==> src/rtl/twiddle_gen.sv <==
`default_nettype none
// ----------------------------------------------------------------------------
// twiddle_gen : multi-lane FFT twiddle stream built from a quarter-wave table
// Revision    : 1.0
// ----------------------------------------------------------------------------
module twiddle_gen #(
  parameter  int WIDTH = 9,
  parameter  int N     = 64,
  parameter  int LANES = 16,
  localparam int BEATS = N / LANES,
  localparam int BW    = (BEATS > 1) ? $clog2(BEATS) : 1
) (
  input  logic                   clk,
  input  logic                   rstn,
  input  logic                   start,
  input  logic                   inv,
  input  logic                   en,
  output logic                   busy,
  output logic                   out_valid,
  output logic                   out_last,
  output logic [BW-1:0]          out_beat,
  output logic [LANES*WIDTH-1:0] tw_re,
  output logic [LANES*WIDTH-1:0] tw_im
);

  localparam int LOG2N = $clog2(N);
  localparam int LOG2R = LOG2N / 2;
  localparam int LOG2L = $clog2(LANES);
  localparam int IW    = LOG2N - 1;
  localparam int QTR   = N / 4;
  localparam int S     = 1 << (WIDTH - 2);
  localparam logic [BW-1:0] LAST_BEAT = BW'(BEATS - 1);
  localparam logic [IW-1:0] QTR_IDX   = IW'(QTR);

  // Angles stay within [0, pi/2], so a short Taylor series is exact to well
  // below one LSB; int'() of a real rounds half away from zero.
  function automatic logic signed [WIDTH-1:0] cos_entry(input int q);
    real x, term, sum;
    int  v;
    x    = 2.0 * 3.14159265358979323846 * real'(q) / real'(N);
    term = 1.0;
    sum  = 1.0;
    for (int t = 1; t < 14; t++) begin
      term = -term * x * x / real'((2 * t - 1) * (2 * t));
      sum  = sum + term;
    end
    v = int'(sum * real'(S));
    return v[WIDTH-1:0];
  endfunction

  logic signed [WIDTH-1:0] cos_tab [QTR+1];
  for (genvar q = 0; q <= QTR; q++) begin : g_tab
    assign cos_tab[q] = cos_entry(q);
  end

  typedef enum logic [0:0] {IDLE = 1'b0, RUN = 1'b1} state_t;

  state_t        state_q, state_d;
  logic [BW-1:0] cnt_q, cnt_d;
  logic          inv_q, inv_d;
  logic          issue;
  logic [BW-1:0] issue_beat;
  logic          issue_inv;

  always_comb begin
    state_d    = state_q;
    cnt_d      = cnt_q;
    inv_d      = inv_q;
    issue      = 1'b0;
    issue_beat = cnt_q;
    issue_inv  = inv_q;
    case (state_q)
      IDLE: begin
        if (start) begin
          issue      = 1'b1;
          issue_beat = '0;
          issue_inv  = inv;
          inv_d      = inv;
          if (BEATS > 1) begin
            state_d = RUN;
            cnt_d   = BW'(1);
          end
        end
      end
      RUN: begin
        issue = 1'b1;
        cnt_d = cnt_q + BW'(1);
        if (cnt_q == LAST_BEAT) begin
          state_d = IDLE;
          cnt_d   = '0;
        end
      end
      default: state_d = IDLE;
    endcase
  end

  logic          s1_valid_q, s1_last_q, s2_valid_q, s2_last_q;
  logic [BW-1:0] s1_beat_q, s2_beat_q;

  always_ff @(posedge clk or negedge rstn) begin
    if (!rstn) begin
      state_q    <= IDLE;
      cnt_q      <= '0;
      inv_q      <= 1'b0;
      s1_valid_q <= 1'b0;
      s1_last_q  <= 1'b0;
      s1_beat_q  <= '0;
      s2_valid_q <= 1'b0;
      s2_last_q  <= 1'b0;
      s2_beat_q  <= '0;
    end else if (en) begin
      state_q    <= state_d;
      cnt_q      <= cnt_d;
      inv_q      <= inv_d;
      s1_valid_q <= issue;
      s1_last_q  <= issue && (issue_beat == LAST_BEAT);
      s1_beat_q  <= issue_beat;
      s2_valid_q <= s1_valid_q;
      s2_last_q  <= s1_last_q;
      s2_beat_q  <= s1_beat_q;
    end
  end

  assign busy      = (state_q == RUN);
  assign out_valid = s2_valid_q;
  assign out_last  = s2_last_q;
  assign out_beat  = s2_beat_q;

  logic [LOG2N-1:0] base_idx;
  assign base_idx = LOG2N'(issue_beat) << LOG2L;

  for (genvar l = 0; l < LANES; l++) begin : g_lane
    logic [LOG2N-1:0]        idx, e;
    logic [LOG2R-1:0]        row, col, krev;
    logic [IW-1:0]           m_idx, c_idx;
    logic [IW-1:0]           re_idx_d, re_idx_q, im_idx_d, im_idx_q;
    logic                    re_neg_d, re_neg_q, im_neg_d, im_neg_q;
    logic signed [WIDTH-1:0] re_q, im_q;

    // Odd quadrants swap the cos/sin table roles; quadrant bits set the signs.
    always_comb begin
      idx  = base_idx + LOG2N'(l);
      row  = idx[LOG2N-1 -: LOG2R];
      col  = idx[LOG2R-1:0];
      krev = '0;
      for (int j = 0; j < LOG2R; j++) krev[j] = row[LOG2R-1-j];
      e        = LOG2N'(krev) * LOG2N'(col);
      m_idx    = IW'(e[LOG2N-3:0]);
      c_idx    = QTR_IDX - m_idx;
      re_idx_d = e[LOG2N-2] ? c_idx : m_idx;
      im_idx_d = e[LOG2N-2] ? m_idx : c_idx;
      re_neg_d = e[LOG2N-1] ^ e[LOG2N-2];
      im_neg_d = ~e[LOG2N-1] ^ issue_inv;
    end

    always_ff @(posedge clk or negedge rstn) begin
      if (!rstn) begin
        re_idx_q <= '0;
        im_idx_q <= '0;
        re_neg_q <= 1'b0;
        im_neg_q <= 1'b0;
        re_q     <= '0;
        im_q     <= '0;
      end else if (en) begin
        re_idx_q <= re_idx_d;
        im_idx_q <= im_idx_d;
        re_neg_q <= re_neg_d;
        im_neg_q <= im_neg_d;
        re_q     <= re_neg_q ? -cos_tab[re_idx_q] : cos_tab[re_idx_q];
        im_q     <= im_neg_q ? -cos_tab[im_idx_q] : cos_tab[im_idx_q];
      end
    end

    assign tw_re[l*WIDTH +: WIDTH] = re_q;
    assign tw_im[l*WIDTH +: WIDTH] = im_q;
  end

endmodule
`default_nettype wire
==> config.mk <==
export PLATFORM = sky130hd
export DESIGN_NAME = twiddle_gen
export DESIGN_NICKNAME = d
export VERILOG_FILES = /design/src/rtl/twiddle_gen.sv
export SDC_FILE = /design/constraint.sdc
export NUM_CORES = 1
export LEC_CHECK = 0
export BUFFER_PORTS_ARGS = -buffer_cell sky130_fd_sc_hd__buf_2
export CAP_MARGIN = 20
export CELL_PAD_IN_SITES_DETAIL_PLACEMENT = 1
export CELL_PAD_IN_SITES_GLOBAL_PLACEMENT = 1
export CORE_ASPECT_RATIO = 1.2
export CORE_MARGIN = 2
export CORE_UTILIZATION = 43
export CTS_CLUSTER_SIZE = 24
export DETAILED_ROUTE_END_ITERATION = 7
export GPL_TIMING_DRIVEN = 0
export HOLD_SLACK_MARGIN = 0.02
export PLACE_DENSITY_LB_ADDON = 0.15
export RECOVER_POWER = 50
export SETUP_SLACK_MARGIN = 0.1
export SYNTH_ARGS = -nofsm -noshare
export SYNTH_HDL_FRONTEND = slang
export SYNTH_SLANG_ARGS = --single-unit
==> constraint.sdc <==
create_clock -name clk -period 4.9 [get_ports clk]
set_clock_uncertainty 0.2 [all_clocks]
set_input_delay 0.735 -clock clk [delete_from_list [all_inputs] [get_ports clk]]
set_output_delay 0.735 -clock clk [all_outputs]
set_load 0.02 [all_outputs]
==> run_summary.xml, run 1 <==
<?xml version="1.0" encoding="UTF-8"?>
<metrics>
  <group name="sta">
    <metric name="final.setup.worst_slack" unit="ns">0.178</metric>
    <metric name="final.period_utilization" unit="%">96.4</metric>
    <metric name="max_slew.worst_pin.slew" unit="ns">2.67</metric>
    <metric name="period_minus_slack" unit="ns">4.72</metric>
    <metric name="fmax" unit="MHz">212</metric>
    <metric name="final_max_slew_viol_count" unit="">36</metric>
    <metric name="finalHoldViolCount" unit="">0</metric>
    <metric name="final.hold.worst_slack" unit="ns">0.295</metric>
    <metric name="unrepaired_setup_endpoints_after_global_routing" unit="">no</metric>
    <metric name="report.final.setup_viol" unit="">0</metric>
    <metric name="slew_headroom" unit="%">-78.2</metric>
  </group>
  <group name="logic_synthesis">
    <metric name="post_synth_instance_area" unit="sq mm">0.0171</metric>
    <metric name="synth_enable_flop_cells" unit="">0</metric>
    <metric name="ys.warnings.count" unit="">0</metric>
    <metric name="synth_cells" unit="">1951</metric>
    <metric name="biggest_area_consumer_among_synthesized_cells" unit="">sky130_fd_sc_hd__dfrtp_1</metric>
    <metric name="post_synth.cell_area_avg" unit="sq um">8.77</metric>
    <metric name="yosys.area.top_type_share" unit="%">37.9</metric>
    <metric name="synth.area.top_cells" unit="">sky130_fd_sc_hd__dfrtp_1 38%, sky130_fd_sc_hd__a21oi_1 5.6%, sky130_fd_sc_hd__nor2_1 5.4%</metric>
    <metric name="synth.ff_latch_count" unit="">259</metric>
    <metric name="yosys-top-cells-count" unit="">259 x sky130_fd_sc_hd__dfrtp_1, 247 x sky130_fd_sc_hd__nor2_1, 193 x sky130_fd_sc_hd__a21oi_1, 117 x sky130_fd_sc_hd__nand2_1, 102 x sky130_fd_sc_hd__inv_1</metric>
    <metric name="synth-async-reset-ratio" unit="%">100</metric>
    <metric name="synth_cell_types" unit="">87</metric>
    <metric name="synth_sequential_area_ratio" unit="%">37.9</metric>
    <metric name="synthMostInstantiatedCell" unit="">sky130_fd_sc_hd__dfrtp_1</metric>
    <metric name="synth-main-ff-cell" unit="">sky130_fd_sc_hd__dfrtp_1</metric>
  </group>
  <group name="global_route">
    <metric name="grt_remaining_overflow" unit="">0</metric>
    <metric name="maximum_number_of_pins_on_one_net_before_global_route_repair" unit="">116</metric>
    <metric name="global_route.usage.total" unit="%">39.0</metric>
    <metric name="grt_first_pass_wirelength" unit="microns">118000</metric>
    <metric name="first_global_vias" unit="">17517</metric>
    <metric name="initial_antenna_violation_count" unit="">1</metric>
  </group>
  <group name="floorplanning">
    <metric name="die_height" unit="microns">223</metric>
    <metric name="fp.coreArea" unit="sq mm">0.0395</metric>
    <metric name="fp-row-count" unit="">80</metric>
    <metric name="design.die.area" unit="sq mm">0.0414</metric>
    <metric name="floorplan.io_pins" unit="">298</metric>
    <metric name="fp.dieW" unit="microns">186</metric>
    <metric name="starting_density_of_the_core" unit="%">43.3</metric>
  </group>
  <group name="cts">
    <metric name="cts_num_sinks" unit="">259</metric>
    <metric name="clkSlewWorstSetupHoldPaths" unit="ns">0.07</metric>
    <metric name="numCtsBuffers" unit="">28</metric>
    <metric name="ctsRootBufferMaster" unit="">sky130_fd_sc_hd__clkbuf_16</metric>
    <metric name="max-clock-path-buffers" unit="">3</metric>
    <metric name="clock_latency" unit="ns">0.59</metric>
    <metric name="tritoncts" unit="">built</metric>
    <metric name="clock_tree.htree_level_count" unit="">1</metric>
    <metric name="post_cts.repair.setup_buffers" unit="">0</metric>
  </group>
  <group name="route">
    <metric name="route.final.wire_length" unit="microns">81200</metric>
    <metric name="firstDrtPassIters" unit="">5</metric>
    <metric name="post-route-drc-count" unit="">0</metric>
    <metric name="ant_nets" unit="">0</metric>
    <metric name="initialDrtViolationCount" unit="">1548</metric>
    <metric name="met2_wire_len" unit="microns">37300</metric>
    <metric name="route.vias.total" unit="">17111</metric>
    <metric name="met3_length" unit="microns">6240</metric>
    <metric name="top_signal_layer_used" unit="">met4</metric>
    <metric name="drt-wirelength-per-cell" unit="microns">28.6</metric>
    <metric name="vias_per_instance" unit="">6.02</metric>
    <metric name="metal1_wirelength" unit="microns">33800</metric>
  </group>
  <group name="final_layout">
    <metric name="multi_input_area" unit="sq mm">0.00906</metric>
    <metric name="layoutNonFillerInstCount" unit="">2842</metric>
    <metric name="post_route_cells_drive_above_1_share" unit="%">18.5</metric>
    <metric name="n_fill_cell" unit="">4821</metric>
    <metric name="final_net_count" unit="">2347</metric>
    <metric name="area_growth_syn_to_fin" unit="%">18.4</metric>
    <metric name="diodes" unit="">0</metric>
    <metric name="ff_latch_area" unit="sq mm">0.00648</metric>
  </group>
  <group name="pwr">
    <metric name="powerDensity" unit="mW/mm^2">905</metric>
    <metric name="cellLeakagePower" unit="uW">0.00892</metric>
    <metric name="p_switching" unit="uW">9850</metric>
    <metric name="seq_power_share" unit="%">20.9</metric>
    <metric name="power.ir.vdd_worst" unit="V">0.000379</metric>
    <metric name="pwr-share-clk" unit="%">12.9</metric>
    <metric name="power.share.combinational" unit="%">66.2</metric>
    <metric name="switching_share" unit="%">53.8</metric>
    <metric name="internal-power" unit="uW">8480</metric>
    <metric name="power.total" unit="uW">18300</metric>
  </group>
  <group name="job">
    <metric name="maxCapViolCount" unit="">1</metric>
  </group>
  <group name="critical_path">
    <metric name="worst-path-max-fanout" unit="">10</metric>
    <metric name="critical_path_class" unit="">reg2reg</metric>
    <metric name="cp_data_required_time" unit="ns">5.12</metric>
    <metric name="crit_path_end_kind" unit="">register</metric>
    <metric name="critical_path_arrival" unit="ns">4.95</metric>
    <metric name="start_kind" unit="">register</metric>
  </group>
  <group name="place">
    <metric name="place_worst_setup_slack" unit="ns">-0.486</metric>
    <metric name="detailed_place_hpwl" unit="microns">60000</metric>
    <metric name="post-place-cells" unit="">2789</metric>
    <metric name="gp_routability_congestion" unit="">0.991</metric>
    <metric name="portBuffers" unit="">258</metric>
  </group>
  <group name="outcome">
    <metric name="failed_checks" unit="">capacitance limit, slew limit</metric>
    <metric name="result_of_the_run" unit="">finished with violations</metric>
  </group>
  <group name="min_path">
    <metric name="class_of_the_most_critical_hold_timing_path" unit="">in2reg</metric>
  </group>
</metrics>
## cell families (layout without fill, tap and decap cells)
logic type / count (synthesis) / in the layout / synth area share [%]
compound gates: 531 / 531 / 19.9
xor+xnor: 103 / 103 / 5.27
fa+ha+maj: 55 / 55 / 4.02
buf+inv: 341 / 662 / 9.99
flops: 259 / 259 / 37.9
mux: 104 / 104 / 7.84
other cells: 1 / 38 / 0.0219
simple gates: 557 / 557 / 15.1
## final timing paths
path	from	end	slack [ns]	depth (start not counted)
min in group asynchronous	rstn	g_lane[11].re_q[8]	1.34	2
max	g_lane[5].im_idx_q[2]	g_lane[11].im_q[8]	0.18	11
max reg2reg	g_lane[5].im_idx_q[2]	g_lane[11].im_q[8]	0.18	11
min	start	s1_last_q	0.29	3
min reg2reg	g_lane[9].im_q[2]	g_lane[9].im_q[2]	0.31	1
max in group asynchronous	rstn	g_lane[5].re_q[0]	1.58	3
## area by class of cell
| type | count | share of cell area (%) |
|---|---|---|
| plain buffers | 235 | 6.49 |
| clock inverters | 13 | 0.933 |
| repair buffers | 269 | 6.53 |
| multi-input cells | 1388 | 44.7 |
| flip-flops and latches | 259 | 32.0 |
| inverters | 106 | 1.96 |
| well taps | 533 | 3.29 |
| clock buffers | 39 | 4.06 |
## through the flow
step | TNS [ns] | utilization [%] | cell area [sq um]
2_1_floorplan | 0 | - | 17300
3_3_place_gp | -520.11 | 48.6 | 19200
3_5_place_dp | -0.919 | 49.1 | 19400
4_1_cts | 0 | 51.7 | 20400
5_1_grt | 0 | 51.2 | 20300
6_report | 0 | 51.2 | 20300
## repair_timing
item | CTS | global route
setup endpoints to repair | 19 | 0
hold endpoints to repair | 35 | 0
gates resized for setup | 4 | 0
hold buffers | 1 | 0
## placed cells by master (no fill, tap or decap), types with 9 or more instances in the layout
master,instances
sky130_fd_sc_hd__nand2_1,117
sky130_fd_sc_hd__nand3b_1,13
sky130_fd_sc_hd__nor2_1,247
sky130_fd_sc_hd__a31oi_1,24
sky130_fd_sc_hd__nand3_1,29
sky130_fd_sc_hd__mux4_2,16
sky130_fd_sc_hd__o221ai_1,9
sky130_fd_sc_hd__buf_4,78
sky130_fd_sc_hd__nand2b_1,32
sky130_fd_sc_hd__nor3_1,23
sky130_fd_sc_hd__buf_2,171
sky130_fd_sc_hd__buf_1,19
sky130_fd_sc_hd__o21ai_0,100
sky130_fd_sc_hd__o21a_1,11
sky130_fd_sc_hd__dfrtp_1,258
sky130_fd_sc_hd__mux2i_1,44
sky130_fd_sc_hd__xnor2_1,51
sky130_fd_sc_hd__o211ai_1,28
sky130_fd_sc_hd__a21oi_1,193
sky130_fd_sc_hd__a311oi_1,10
sky130_fd_sc_hd__or2_2,12
sky130_fd_sc_hd__mux2_2,41
sky130_fd_sc_hd__a211oi_1,11
sky130_fd_sc_hd__inv_1,102
sky130_fd_sc_hd__nor2b_1,31
sky130_fd_sc_hd__buf_6,12
sky130_fd_sc_hd__clkbuf_1,215
sky130_fd_sc_hd__o22ai_1,28
sky130_fd_sc_hd__ha_1,55
sky130_fd_sc_hd__o31ai_1,24
sky130_fd_sc_hd__clkbuf_16,29
sky130_fd_sc_hd__conb_1,38
sky130_fd_sc_hd__xor2_1,52
## metal layers
layer / GRT usage [%] / vias to the layer above
met5: 0 / -
met1: 51.9 / 8733
met2: 62.1 / 844
met4: 16.9 / 0
li1: - / 7349
met3: 6.95 / 185
## state kept, by name, indices dropped and copies added, names as in the netlist, 2 cells and up
signal	count
g_lane.re_q	91
cnt_q	2
g_lane.re_neg_q	2
g_lane.im_idx_q	14
g_lane.re_idx_q	12
g_lane.im_q	127
g_lane.im_neg_q	4
## critical path, stage by stage (launching register included)
cell and delay [ns]:
sky130_fd_sc_hd__dfrtp_1 0.39, sky130_fd_sc_hd__buf_6 0.16, sky130_fd_sc_hd__clkbuf_1 0.68, sky130_fd_sc_hd__inv_1 0.41
sky130_fd_sc_hd__ha_1 0.49, sky130_fd_sc_hd__buf_2 0.35, sky130_fd_sc_hd__buf_1 0.62, sky130_fd_sc_hd__nand3b_1 0.15
sky130_fd_sc_hd__o211ai_1 0.16, sky130_fd_sc_hd__o21ai_1 0.16, sky130_fd_sc_hd__o311ai_1 0.59, sky130_fd_sc_hd__o21ai_0 0.18
## power by group through the flow
| stage | Clock, uW | Combinational, uW | Sequential (uW) |
|---|---|---|---|
| after floorplan | 0 | 6710 | 4710 |
| after global placement | 0 | 11600 | 3780 |
| after detailed placement | 0 | 11900 | 3820 |
| after CTS | 2380 | 12000 | 3810 |
| after global routing | 2460 | 12900 | 3940 |
| final | 2360 | 12100 | 3840 |
Power figures use the tool's default switching activity.
==> inputs of run 2 (changes only) <==
PLACE_DENSITY_LB_ADDON = 0.3   (was 0.15)
==> run 2 against run 1 <==
The flow still finishes with violations (capacitance limit, slew limit). Global-route usage is essentially flat. First-iteration DRC count down 6.9%. Wire length hardly changed. Register-to-register slack better by 0.03 ns. Setup slack improved by 0.029 ns. Final cell count about the same. Final area fell by 0.34%. Hold slack better by 0.0017 ns. Core utilization decreased by 0.17 points. Largest cell class unchanged. Sequential share of layout area rose by 0.11 points. Via count decreased by 0.35%.
==> run_summary.xml, run 2 (synthesis results as in run 1) <==
<?xml version="1.0" encoding="UTF-8"?>
<metrics>
  <group name="place">
    <metric name="detailed_place_hpwl" unit="microns">60200</metric>
    <metric name="gp_routability_congestion" unit="">0.990</metric>
    <metric name="portBuffers" unit="">258</metric>
    <metric name="placedInstanceArea" unit="sq mm">0.0194</metric>
  </group>
  <group name="global_route">
    <metric name="initial_antenna_violation_count" unit="">2</metric>
    <metric name="maximum_number_of_pins_on_one_net_before_global_route_repair" unit="">118</metric>
    <metric name="globalRouteMet2Util" unit="%">59.7</metric>
    <metric name="busiest_layer" unit="">met2</metric>
    <metric name="grt.met3_usage" unit="%">6.47</metric>
    <metric name="grt_first_pass_wirelength" unit="microns">118000</metric>
    <metric name="grt_remaining_overflow" unit="">0</metric>
    <metric name="global_route.usage.total" unit="%">39.0</metric>
    <metric name="first_global_vias" unit="">17475</metric>
    <metric name="globalRouteMet1Util" unit="%">52.5</metric>
  </group>
  <group name="cts">
    <metric name="ctsRootBufferMaster" unit="">sky130_fd_sc_hd__clkbuf_16</metric>
    <metric name="clock_latency" unit="ns">0.59</metric>
    <metric name="numCtsBuffers" unit="">29</metric>
    <metric name="max-clock-path-buffers" unit="">3</metric>
    <metric name="cts_num_sinks" unit="">259</metric>
    <metric name="post_cts.repair.setup_buffers" unit="">0</metric>
    <metric name="tritoncts" unit="">built</metric>
    <metric name="clock_tree.htree_level_count" unit="">1</metric>
    <metric name="clkSlewWorstSetupHoldPaths" unit="ns">0.07</metric>
  </group>
  <group name="sta">
    <metric name="max_slew.worst_pin.slew" unit="ns">3.27</metric>
    <metric name="finalHoldViolCount" unit="">0</metric>
    <metric name="slew_headroom" unit="%">-118</metric>
    <metric name="final.period_utilization" unit="%">95.8</metric>
    <metric name="final.hold.worst_slack" unit="ns">0.296</metric>
    <metric name="period_minus_slack" unit="ns">4.69</metric>
    <metric name="fmax" unit="MHz">213</metric>
    <metric name="final_max_slew_viol_count" unit="">63</metric>
    <metric name="unrepaired_setup_endpoints_after_global_routing" unit="">no</metric>
    <metric name="report.final.setup_viol" unit="">0</metric>
  </group>
  <group name="floorplanning">
    <metric name="fp.dieW" unit="microns">186</metric>
    <metric name="starting_density_of_the_core" unit="%">43.3</metric>
    <metric name="floorplan.io_pins" unit="">298</metric>
    <metric name="fp.coreArea" unit="sq mm">0.0395</metric>
    <metric name="fp-row-count" unit="">80</metric>
    <metric name="design.die.area" unit="sq mm">0.0414</metric>
    <metric name="die_height" unit="microns">223</metric>
  </group>
  <group name="final_layout">
    <metric name="post-route-cell-area" unit="sq mm">0.0202</metric>
    <metric name="max_ffs_per_register" unit="">127</metric>
    <metric name="registers.top_by_ff_count" unit="">g_lane.im_q</metric>
    <metric name="layout.cells.most_common" unit="">sky130_fd_sc_hd__dfrtp_1</metric>
    <metric name="layout_top_registers" unit="">g_lane.im_q x127, g_lane.re_q x91, g_lane.im_idx_q x14</metric>
    <metric name="most_frequent_cells_in_the_layout" unit="">258 x sky130_fd_sc_hd__dfrtp_1, 247 x sky130_fd_sc_hd__nor2_1, 212 x sky130_fd_sc_hd__clkbuf_1, 193 x sky130_fd_sc_hd__a21oi_1, 172 x sky130_fd_sc_hd__buf_2</metric>
    <metric name="area_growth_syn_to_fin" unit="%">18.0</metric>
    <metric name="diodes" unit="">0</metric>
    <metric name="post_route_cells_drive_above_1_share" unit="%">18.6</metric>
    <metric name="final_net_count" unit="">2345</metric>
  </group>
  <group name="critical_path">
    <metric name="critical_path_arrival" unit="ns">4.91</metric>
    <metric name="rr_startpoint" unit="">g_lane[13].re_idx_q[0]</metric>
    <metric name="start_kind" unit="">register</metric>
    <metric name="reg2reg_to" unit="">g_lane[6].im_q[8]</metric>
    <metric name="r2r.worst_path.cells" unit="">14</metric>
    <metric name="worst-path-max-fanout" unit="">22</metric>
    <metric name="timing.critical_path.from" unit="">g_lane[13].re_idx_q[0]</metric>
    <metric name="cp_data_required_time" unit="ns">5.12</metric>
    <metric name="critical_path_class" unit="">reg2reg</metric>
    <metric name="crit_path_end_kind" unit="">register</metric>
    <metric name="r2r_slack" unit="ns">0.21</metric>
  </group>
  <group name="min_path">
    <metric name="class_of_the_most_critical_hold_timing_path" unit="">in2reg</metric>
    <metric name="worst_hold_path.endpoint" unit="">s1_last_q</metric>
    <metric name="min_from" unit="">start</metric>
    <metric name="hold_depth" unit="">3</metric>
  </group>
  <group name="pwr">
    <metric name="cellLeakagePower" unit="uW">0.00891</metric>
    <metric name="power.total" unit="uW">18300</metric>
    <metric name="power.ir.vdd_worst" unit="V">0.000407</metric>
    <metric name="powerDensity" unit="mW/mm^2">907</metric>
  </group>
  <group name="job">
    <metric name="maxCapViolCount" unit="">1</metric>
  </group>
  <group name="route">
    <metric name="post-route-drc-count" unit="">0</metric>
    <metric name="vias_per_instance" unit="">6.00</metric>
    <metric name="initialDrtViolationCount" unit="">1441</metric>
    <metric name="drt-wirelength-per-cell" unit="microns">28.6</metric>
    <metric name="route.vias.total" unit="">17051</metric>
    <metric name="firstDrtPassIters" unit="">5</metric>
    <metric name="ant_nets" unit="">0</metric>
    <metric name="route.final.wire_length" unit="microns">81200</metric>
  </group>
  <group name="outcome">
    <metric name="result_of_the_run" unit="">finished with violations</metric>
    <metric name="failed_checks" unit="">capacitance limit, slew limit</metric>
  </group>
</metrics>
==> run 2: worst max-delay path: stages (launching register included) <==
cell and delay [ns]:
sky130_fd_sc_hd__dfrtp_2 0.63, sky130_fd_sc_hd__buf_6 0.27, sky130_fd_sc_hd__inv_1 0.21, sky130_fd_sc_hd__clkbuf_2 0.39, sky130_fd_sc_hd__buf_8 0.22, sky130_fd_sc_hd__ha_1 0.35, sky130_fd_sc_hd__clkbuf_2 0.41, sky130_fd_sc_hd__a21o_1 0.17
sky130_fd_sc_hd__a21oi_1 0.07, sky130_fd_sc_hd__inv_1 0.13, sky130_fd_sc_hd__ha_1 0.18, sky130_fd_sc_hd__o31ai_1 0.09, sky130_fd_sc_hd__or3_1 0.40, sky130_fd_sc_hd__o311ai_0 0.57, sky130_fd_sc_hd__o21ai_0 0.22
==> run 2: final cells by class <==
class | count | area, sq um
fill | 4850 | 19300
multi-input combinational | 1388 | 9060
sequential | 259 | 6480
buffer | 235 | 1320
timing repair buffer | 266 | 1280
clock buffer | 33 | 761
tap | 533 | 667
inverter | 106 | 398
clock inverter | 20 | 223
==> run 2: worst max-delay path by stage <==
stage                    endpoint  slack [ns]  cells after the start
2_1_floorplan   g_lane[6].im_q[8]        1.34                     13
3_3_place_gp    g_lane[9].re_q[1]       -1.93                      1
3_5_place_dp   g_lane[11].im_q[8]       -0.36                     12
4_1_cts        g_lane[11].im_q[8]        0.13                     12
5_1_grt         g_lane[6].im_q[8]        0.15                     14
6_report        g_lane[6].im_q[8]        0.21                     14
==> run 2: report_power, final <==
part | total [uW] | switching (uW) | internal, uW
registers | 3840 | 724 | 3110
logic | 12100 | 8170 | 3970
clock network | 2330 | 1000 | 1330
==> run 2: through the flow <==
stage	setup WS, ns	TNS (ns)	instances	utilization [%]
finish	0.207	0	2840	51.1
CTS	0.127	0	2840	51.5
detailed placement	-0.359	-1.17	2786	48.9
global route	0.147	0	2840	51.1
global placement	-1.93	-508.73	2779	48.6
floorplan	1.34	0	1988	-
==> run 2: what timing repair did <==
item | in CTS | in global routing
hold buffers | 1 | 0
hold endpoints to repair | 62 | 0
setup endpoints to repair | 30 | 2
gates resized for setup | 3 | 1
==> run 2: routing by layer <==
layer / vias to the layer above / part of all wire [%] / wire length [microns]
met5: - / 0.018 / 15
met4: 2 / 6.4 / 5200
met3: 222 / 8.1 / 6560
met2: 844 / 44 / 35800
met1: 8632 / 41 / 33600
li1: 7351 / - / -
